**src/rtl/sfifo_rd_pkg.sv**
```systemverilog
// Shared constants and sizing helpers for the sfifo read-stream adapter.
package sfifo_rd_pkg;

    localparam int unsigned RD_LAT_MIN = 1;
    localparam int unsigned RD_LAT_MAX = 2;

    // Enough entries to absorb every in-flight read plus one word being held.
    function automatic int unsigned buf_depth(input int unsigned rd_lat);
        return rd_lat + 2;
    endfunction

    function automatic int unsigned level_width(input int unsigned depth);
        return $clog2(depth + 1);
    endfunction

endpackage

```
**src/rtl/sfifo_rd_pbuf.sv**
```systemverilog
// Circular prefetch buffer: push/pop with wrapping pointers and an occupancy count.
module sfifo_rd_pbuf
    import sfifo_rd_pkg::*;
#(
    parameter int unsigned WIDTH = 8,
    parameter int unsigned DEPTH = 3,
    localparam int unsigned LVL_W = level_width(DEPTH),
    localparam int unsigned PTR_W = (DEPTH > 1) ? $clog2(DEPTH) : 1
) (
    input  logic             clk,
    input  logic             rst_n,
    input  logic             push_i,
    input  logic [WIDTH-1:0] wdata_i,
    input  logic             pop_i,
    output logic [WIDTH-1:0] rdata_o,
    output logic [LVL_W-1:0] level_o
);

    logic [WIDTH-1:0] mem_q [DEPTH];
    logic [PTR_W-1:0] wr_ptr_q, wr_ptr_d;
    logic [PTR_W-1:0] rd_ptr_q, rd_ptr_d;
    logic [LVL_W-1:0] level_q, level_d;
    logic             pop_ok;

    function automatic logic [PTR_W-1:0] ptr_inc(input logic [PTR_W-1:0] p);
        return (p == PTR_W'(DEPTH - 1)) ? '0 : p + PTR_W'(1);
    endfunction

    always_comb begin
        pop_ok   = pop_i & (level_q != '0);
        wr_ptr_d = push_i ? ptr_inc(wr_ptr_q) : wr_ptr_q;
        rd_ptr_d = pop_ok ? ptr_inc(rd_ptr_q) : rd_ptr_q;
        level_d  = level_q + LVL_W'(push_i) - LVL_W'(pop_ok);
    end

    always_ff @(posedge clk or negedge rst_n) begin
        if (!rst_n) begin
            wr_ptr_q <= '0;
            rd_ptr_q <= '0;
            level_q  <= '0;
            for (int unsigned i = 0; i < DEPTH; i++) begin
                mem_q[i] <= '0;
            end
        end else begin
            wr_ptr_q <= wr_ptr_d;
            rd_ptr_q <= rd_ptr_d;
            level_q  <= level_d;
            if (push_i) begin
                mem_q[wr_ptr_q] <= wdata_i;
            end
        end
    end

    assign rdata_o = mem_q[rd_ptr_q];
    assign level_o = level_q;

    a_no_overflow: assert property (@(posedge clk) disable iff (!rst_n)
        !(push_i && (level_q == LVL_W'(DEPTH))));

endmodule

```
**src/rtl/sfifo_rd_stream.sv**
```systemverilog
// Drains a fixed-latency synchronous FIFO into a first-word-fall-through valid/ready stream.
// Optional statistics counters are enabled with macro SFIFO_RD_STREAM_STAT_EN.
module sfifo_rd_stream
    import sfifo_rd_pkg::*;
#(
    parameter int unsigned WIDTH  = 8,
    parameter int unsigned RD_LAT = 1,
    localparam int unsigned BUF_DEPTH = buf_depth(RD_LAT),
    localparam int unsigned LVL_W     = level_width(BUF_DEPTH)
) (
    input  logic             clk,
    input  logic             rst_n,
    output logic             fifo_ren,
    input  logic [WIDTH-1:0] fifo_rdat,
    input  logic             fifo_empty,
    output logic             m_valid,
    input  logic             m_ready,
    output logic [WIDTH-1:0] m_data,
    output logic [LVL_W-1:0] buf_level
`ifdef SFIFO_RD_STREAM_STAT_EN
    ,
    output logic [31:0]      rd_word_cnt,
    output logic [15:0]      stall_cnt
`endif
);

    if (RD_LAT < RD_LAT_MIN || RD_LAT > RD_LAT_MAX) begin : g_bad_lat
        $error("sfifo_rd_stream: RD_LAT out of range");
    end

    localparam logic [LVL_W:0] DEPTH_C = BUF_DEPTH[LVL_W:0];

    logic [RD_LAT-1:0] infl_q, infl_d;
    logic [LVL_W-1:0]  inflight;
    logic              push;
    logic              pop;

    // Credit counts reads in flight plus words held; a same-cycle pop is ignored
    // so fifo_ren has no combinational path from m_ready.
    always_comb begin
        inflight = '0;
        for (int unsigned i = 0; i < RD_LAT; i++) begin
            inflight = inflight + LVL_W'(infl_q[i]);
        end
        fifo_ren = rst_n & ~fifo_empty &
                   (({1'b0, inflight} + {1'b0, buf_level}) < DEPTH_C);
        infl_d   = RD_LAT'({infl_q, fifo_ren});
        push     = infl_q[RD_LAT-1];
        pop      = m_valid & m_ready;
    end

    always_ff @(posedge clk or negedge rst_n) begin
        if (!rst_n) begin
            infl_q <= '0;
        end else begin
            infl_q <= infl_d;
        end
    end

    sfifo_rd_pbuf #(
        .WIDTH (WIDTH),
        .DEPTH (BUF_DEPTH)
    ) u_pbuf (
        .clk     (clk),
        .rst_n   (rst_n),
        .push_i  (push),
        .wdata_i (fifo_rdat),
        .pop_i   (pop),
        .rdata_o (m_data),
        .level_o (buf_level)
    );

    assign m_valid = (buf_level != '0);

`ifdef SFIFO_RD_STREAM_STAT_EN
    logic [31:0] word_cnt_q, word_cnt_d;
    logic [15:0] stall_cnt_q, stall_cnt_d;

    always_comb begin
        word_cnt_d  = word_cnt_q + 32'(pop);
        stall_cnt_d = stall_cnt_q;
        if (m_valid && !m_ready && (stall_cnt_q != '1)) begin
            stall_cnt_d = stall_cnt_q + 16'd1;
        end
    end

    always_ff @(posedge clk or negedge rst_n) begin
        if (!rst_n) begin
            word_cnt_q  <= '0;
            stall_cnt_q <= '0;
        end else begin
            word_cnt_q  <= word_cnt_d;
            stall_cnt_q <= stall_cnt_d;
        end
    end

    assign rd_word_cnt = word_cnt_q;
    assign stall_cnt   = stall_cnt_q;
`endif

    a_no_ren_when_empty: assert property (@(posedge clk) disable iff (!rst_n)
        !(fifo_ren && fifo_empty));

endmodule

```
**config.mk**
```make
export PLATFORM = sky130hd
export DESIGN_NAME = sfifo_rd_stream
export DESIGN_NICKNAME = d
export VERILOG_FILES = /design/src/rtl/sfifo_rd_pkg.sv /design/src/rtl/sfifo_rd_pbuf.sv /design/src/rtl/sfifo_rd_stream.sv
export SDC_FILE = /design/constraint.sdc
export NUM_CORES = 1
export LEC_CHECK = 0
export ABC_AREA = 1
export BUFFER_PORTS_ARGS = -buffer_cell sky130_fd_sc_hd__buf_4
export CAP_MARGIN = 25
export CELL_PAD_IN_SITES_DETAIL_PLACEMENT = 2
export CELL_PAD_IN_SITES_GLOBAL_PLACEMENT = 2
export CORE_MARGIN = 2
export CORE_UTILIZATION = 35
export CTS_BUF_LIST = sky130_fd_sc_hd__clkbuf_4
export CTS_CLUSTER_DIAMETER = 60
export DETAILED_ROUTE_END_ITERATION = 6
export GPL_TIMING_DRIVEN = 0
export HOLD_SLACK_MARGIN = 0.12
export PLACE_DENSITY_LB_ADDON = 0.08
export RECOVER_POWER = 100
export SKIP_LAST_GASP = 1
export SYNTH_ARGS = -nofsm -noshare
export SYNTH_HDL_FRONTEND = slang
export SYNTH_HIERARCHICAL = 1
export SYNTH_SLANG_ARGS = --single-unit
```
**constraint.sdc**
```tcl
create_clock -name clk -period 1.9 [get_ports clk]
set_input_delay 0.095 -clock clk [delete_from_list [all_inputs] [get_ports clk]]
set_output_delay 0.095 -clock clk [all_outputs]
set_load 0.02 [all_outputs]
```
== Word-level counts from Yosys, hierarchy flattened ==
Index checks and enable logic that the tools add are counted.
Cells by class
  add/subtract/negate cells: 5
  reductions and logical operators: 2
  muxes and demuxes: 8
  equal/unequal tests: 2
  bitwise operators: 7
  order comparisons: 4
Operators by type and width (count)
  $bwmux 24: 1
  $mux 8: 3
  $bmux 8 s2: 1
  $demux 8 s2: 1
  $ge 3x3->1 const B: 2
  $not 2->3: 2
  $add 2x1->2 const B: 2
  $and 1x1->1: 4
  $eq 2x2->1 const B: 2
  $mux 2: 2
  $add 1x2->3: 1
  $lt 3x1->1 const B: 1
  $lt 3x2->1 const B: 1
  $add 2x1->2: 1
  $reduce_bool 2->1: 1
  $sub 2x1->2: 1
  $logic_and 1x1->1: 1
  $not 1->1: 1
Word-level totals
  word-level logic and storage cells: 35
  flip-flop bits (word level): 31
  input port bits: 12
  output and inout bits: 12

== Depth between registers and ports, before layout ==
  depth after elaboration: 6
  gate-level depth with buffers: 10
  depth with buffers taken out: 10

== Cells and area by module ==
The synthesis kept the hierarchy.
Modules (own cells, without submodules)
  sfifo_rd_pbuf: area each 1482.7 µm², sequential area each 750.7 µm², instances 1, cells an instance 175
  sfifo_rd_stream: area each 86.3 µm², sequential area each 25.0 µm², instances 1, cells an instance 11

== Worst setup path after synthesis ==
Ideal clock, no wire load.
  kind: register to register
  start: reg u_pbuf.level_q[1] (netlist: u_pbuf/level_o[1])
  end: reg u_pbuf.level_q[1] (netlist: u_pbuf/level_o[1])
  cell stages (with the launch flop): 9
  buffers on the path: 0
  arrival: 1.419 ns
  clock period less this slack: 1.536 ns
  slack: 0.364 ns
  path through: dfrtp_1 -> o21a_1 -> nand2_1 -> inv_1 -> ha_1 -> inv_1 -> ha_1 -> nand3_1 -> nand2_1
Between the ends
  word-level cells in the longest chain between the ends: 4
  elaborated cells on any way between the ends: 5
  those cells by class: add/sub (2); bitwise (2); reduce/logical (1)
RTL lines
  from (decl): RTL line sfifo_rd_pbuf.sv:22  | logic [LVL_W-1:0] level_q, level_d;
  from (signal assigned): RTL line sfifo_rd_pbuf.sv:47  | level_q <= level_d;
  $reduce_bool 2->1: RTL line sfifo_rd_stream.sv:73  | assign m_valid = (buf_level != '0);
  $and 1x1->1: RTL line sfifo_rd_stream.sv:49  | pop = m_valid & m_ready;
  named net pop: RTL line sfifo_rd_stream.sv:36  | logic pop;
  $and 1x1->1: RTL line sfifo_rd_pbuf.sv:30  | pop_ok = pop_i & (level_q != '0);
  named net u_pbuf.pop_ok: RTL line sfifo_rd_pbuf.sv:23  | logic pop_ok;
  $sub 2x1->2: RTL line sfifo_rd_pbuf.sv:33  | level_d = level_q + LVL_W'(push_i) - LVL_W'(pop_ok);
  named net u_pbuf.level_d[1]: RTL line sfifo_rd_pbuf.sv:22
The timed path passes the listed nets, and every way through them passes these cells.
A chain may end at the register's enable or synchronous reset.

== Worst setup path after layout ==
  start: reg u_pbuf.level_q[0] (netlist: u_pbuf/level_o[0])
  end: out fifo_ren
Between the ends
  word-level cells in the longest chain between the ends: 3
RTL lines
  $add 1x2->3: RTL line sfifo_rd_stream.sv:46  | (({1'b0, inflight} + {1'b0, buf_level}) < DEPTH_C);
  $lt 3x2->1: RTL line sfifo_rd_stream.sv:46
  $and 1x1->1: RTL line sfifo_rd_stream.sv:45  | fifo_ren = rst_n & ~fifo_empty &
  to (decl): RTL line sfifo_rd_stream.sv:13  | output logic fifo_ren,
No other way between the ends.

==> results.md <==
Place:
- The wire-length estimate of the detail-placed layout is 3360 um.
- The weighted congestion at the end of routability-driven global placement is 0.739.
- Buffers placed on the I/O ports in this run total 23.
- The worst setup slack before clock tree synthesis is 0.319 ns.
- The standard cell area after detailed placement is 0.00181 mm2.

Layout:
- After filler insertion, the fill cell instance count of the layout stands at 516.
- The share of post-route cells with drive strength above 1 is 0.173.
- The final instance area is 0.00190 mm2.
- The layout overhead on the synthesized area is 21.1%.
- 0 antenna diodes ended up in the layout.
- After the last flow step, the layout net total stands at 242.

Detailed routing:
- The final routed wire length divided by cell count is 17.8 um.
- After detailed routing, the number of vias per cell comes to 5.36.
- The residual DRC count is 0.
- For this run, the detailed router's first-pass iteration total came to 4.
- The routed layout has 1,486 vias.
- The detailed router finished its first iteration with 58 violations.
- The count of nets left with antenna violations once routing finished came out at 0.
- The post-detailed-routing wire length is 4940 um.

Critical path:
- The setup path with the least slack is of type register to output port.
- STA classifies the critical path endpoint as an output port.
- Along the worst path, the maximum fanout reaches 5.
- The startpoint identified for the worst register-to-register timing path is infl_q.
- STA puts the critical path data required time at 1.80 ns.
- Data on the critical path arrives at its endpoint at 1.68 ns.
- In this run the worst setup path begins at u_pbuf/level_o[0].
- STA classifies the critical path startpoint as a register.

Global routing:
- The aggregate global-route resource usage is 0.222.
- The number of global-route vias before repair is 1,707.
- The global route total overflow is 0.
- The initial antenna violation count was 0.
- The first global-routing pass estimated 8490 um of wire.
- Entering global routing, the biggest net connects 33 pins.

Clock tree:
- After clock tree synthesis, the clock-pin slew on the worst setup and hold paths is 0.10 ns.
- The maximum clock path buffer count is 2.
- TritonCTS built the clock tree.
- Clock latency on the worst-skew pair, taken at its later pin, is 0.32 ns.
- The total clock buffers created by CTS is 5.
- CTS saw 31 sinks.
- The number of levels in the clock H-tree is 2.
- In this run the clock root is driven by a clkbuf_4.

Worst hold path:
- The path type of the worst min-delay path is primary input to register.
- The startpoint of the worst hold path is m_ready.

Logic synthesis:
- The number of warning messages in the yosys log is 6.
- The synthesized instance count is 186.
- The synthesized netlist net count is 202.
- Counting flops and latches in the post-synthesis netlist gives 31.
- In the post-synthesis netlist, the biggest area contributors are dfrtp_1 49%, nand2_1 17%, nand3_1 11%, nand4_1 6.4%, ha_1 3.2%.
- The share of the Yosys chip area taken by registers is 0.494.
- The top-area cell type share of the netlist area is 0.494.
- The average cell area after synthesis is 8.44 um2.
- The netlist area before placement is 0.00157 mm2.
- For this run, the leading register cell type out of synthesis is dfrtp_1.
- Synthesis instantiated 19 different standard cells from the library.
- Ranked by instance count, the synthesized netlist is headed by 70 x nand2_1, 35 x nand3_1, 31 x dfrtp_1.
- The proportion of register bits with asynchronous set or reset after synthesis is 1.00.
- The most frequent cell after synthesis is nand2_1.
- The dominant cell type by area after synthesis is dfrtp_1.
- The number of synthesized flops with an enable pin is 0.

Timing:
- The worst hold slack after final layout is 0.162 ns.
- The fmax is 565 MHz.
- Setup repair after global routing left no endpoint under its margin.
- The final number of max-transition violations is 0.
- Subtracting the final worst setup slack from the clock period gives 1.77 ns.
- Measured against its own limit, the worst slew margin works out to 0.679.
- The final-report setup violation count is 0.
- The number of endpoints with negative hold slack in the final report is 0.
- The final worst-path setup slack is 0.129 ns.
- The final total negative setup slack is 0 ns.
- Across the routed clock network, the largest skew measured is 0.00941 ns.
- The worst-margin pin slew is 0.481 ns.
- The portion of the clock cycle consumed by the worst path in the final layout is 0.932.

Job:
- The number of maximum-capacitance violations is 0.

Pwr:
- In this run the power density over the cells is 1730 mW/mm2.
- Summed over all cells, the static leakage comes to 0.992 nW.
- Across the VDD grid, the largest voltage drop is 605 uV.

Die:
- The die is 71.0 um wide.
- The floorplan has 24 rows.
- The die span in y is 71.0 um.
- The number of top-level design ports is 24.
- In this run the standard cell core region covers 0.00432 mm2.
- The initial cell density of the core is 0.363.
- The area of the die is 0.00503 mm2.

Status:
- The flow ran to the end, and the final reports show no timing, DRC or antenna violations.
## registers in the layout, indices dropped and copies added (netlist names)
register	flops
infl_q	1
u_pbuf/rd_ptr_q	2
u_pbuf/wr_ptr_q	2
u_pbuf/level_o	2
u_pbuf/mem_q	24
## logic make-up after synthesis
kind of cell,synth area share
buffers and inverters,0.0662
adder cells (fa/ha/maj),0.0319
flip-flops,0.494
AND/OR/NAND/NOR,0.396
AO/OA/AOI/OAI,0.0112
## layout make-up
cell class,instances,area (um2),area share
sequential,31,777,0.409
multi-input combinational,136,669,0.352
timing repair buffer,33,250,0.132
tap,52,65.1,0.0343
buffer,7,47.5,0.0250
clock buffer,6,45.0,0.0237
inverter,12,45.0,0.0237
## power by group
| group | switching (mW) | internal, mW | total [mW] |
|---|---|---|---|
| clock network | 0.212 | 0.146 | 0.358 |
| registers | 0.220 | 0.983 | 1.20 |
| logic | 1.15 | 0.570 | 1.72 |
## through the flow
| stage | power [mW] | utilization | std cells |
|---|---|---|---|
| detailed placement | 3.03 | 0.418 | 261 |
| global route | 3.60 | 0.439 | 277 |
| CTS | 3.43 | 0.451 | 277 |
| finish | 3.28 | 0.439 | 277 |
| floorplan | 2.32 | - | 186 |
| global placement | 2.91 | 0.418 | 261 |
## repair_timing
action | 4_1_cts | 5_1_grt
gates resized for setup | 0 | 1
hold buffers | 10 | 0
endpoints found under the hold margin | 56 | 0
setup buffers | 0 | 0
setup endpoints to repair | 0 | 1
## final timing paths
kind	cells past startpoint	to	slack, ns
worst max-delay path	6	fifo_ren	0.13
worst min register to register	2	u_pbuf/mem_q[16]	0.49
max in group asynchronous	2	u_pbuf/level_o[0]	1.34
min in group asynchronous	2	u_pbuf/mem_q[20]	0.24
worst max register to register	4	u_pbuf/mem_q[6]	0.26
worst min-delay path	4	u_pbuf/rd_ptr_q[0]	0.16
## per-layer routing
layer,GRT usage,vias up,routed length [um],part of all wire
li1,-,705,-,-
met5,0,-,0,0
met2,0.402,13,2710,0.55
met4,0.0629,0,21,0.0042
met1,0.269,766,2110,0.43
met3,0.0427,2,105,0.021
## critical path, cell delays in order, from the launching register on
cell and delay (ns):
dfrtp_2 0.45, ha_1 0.20, ha_1 0.28, nand2_1 0.08
nand2_1 0.06, nor2_1 0.11, buf_4 0.16
## cells in the final DEF, fill, tap and decap left out
cell            n
nand2_1        71
dlygate4sd3_1  10
buf_2           1
nor2_4          1
clkbuf_1        4
o21ai_1         2
buf_4          16
ha_1            4
nand3_1        36
nand4_1        16
or2_1           1
buf_6           2
o21a_1          1
nor2_8          1
dfrtp_1        30
nor2_1          2
nand3_2         1
inv_1           9
clkbuf_4        6
clkbuf_2        7
dfrtp_2         1
inv_2           3
No activity file was read; power rests on OpenSTA's default activity.
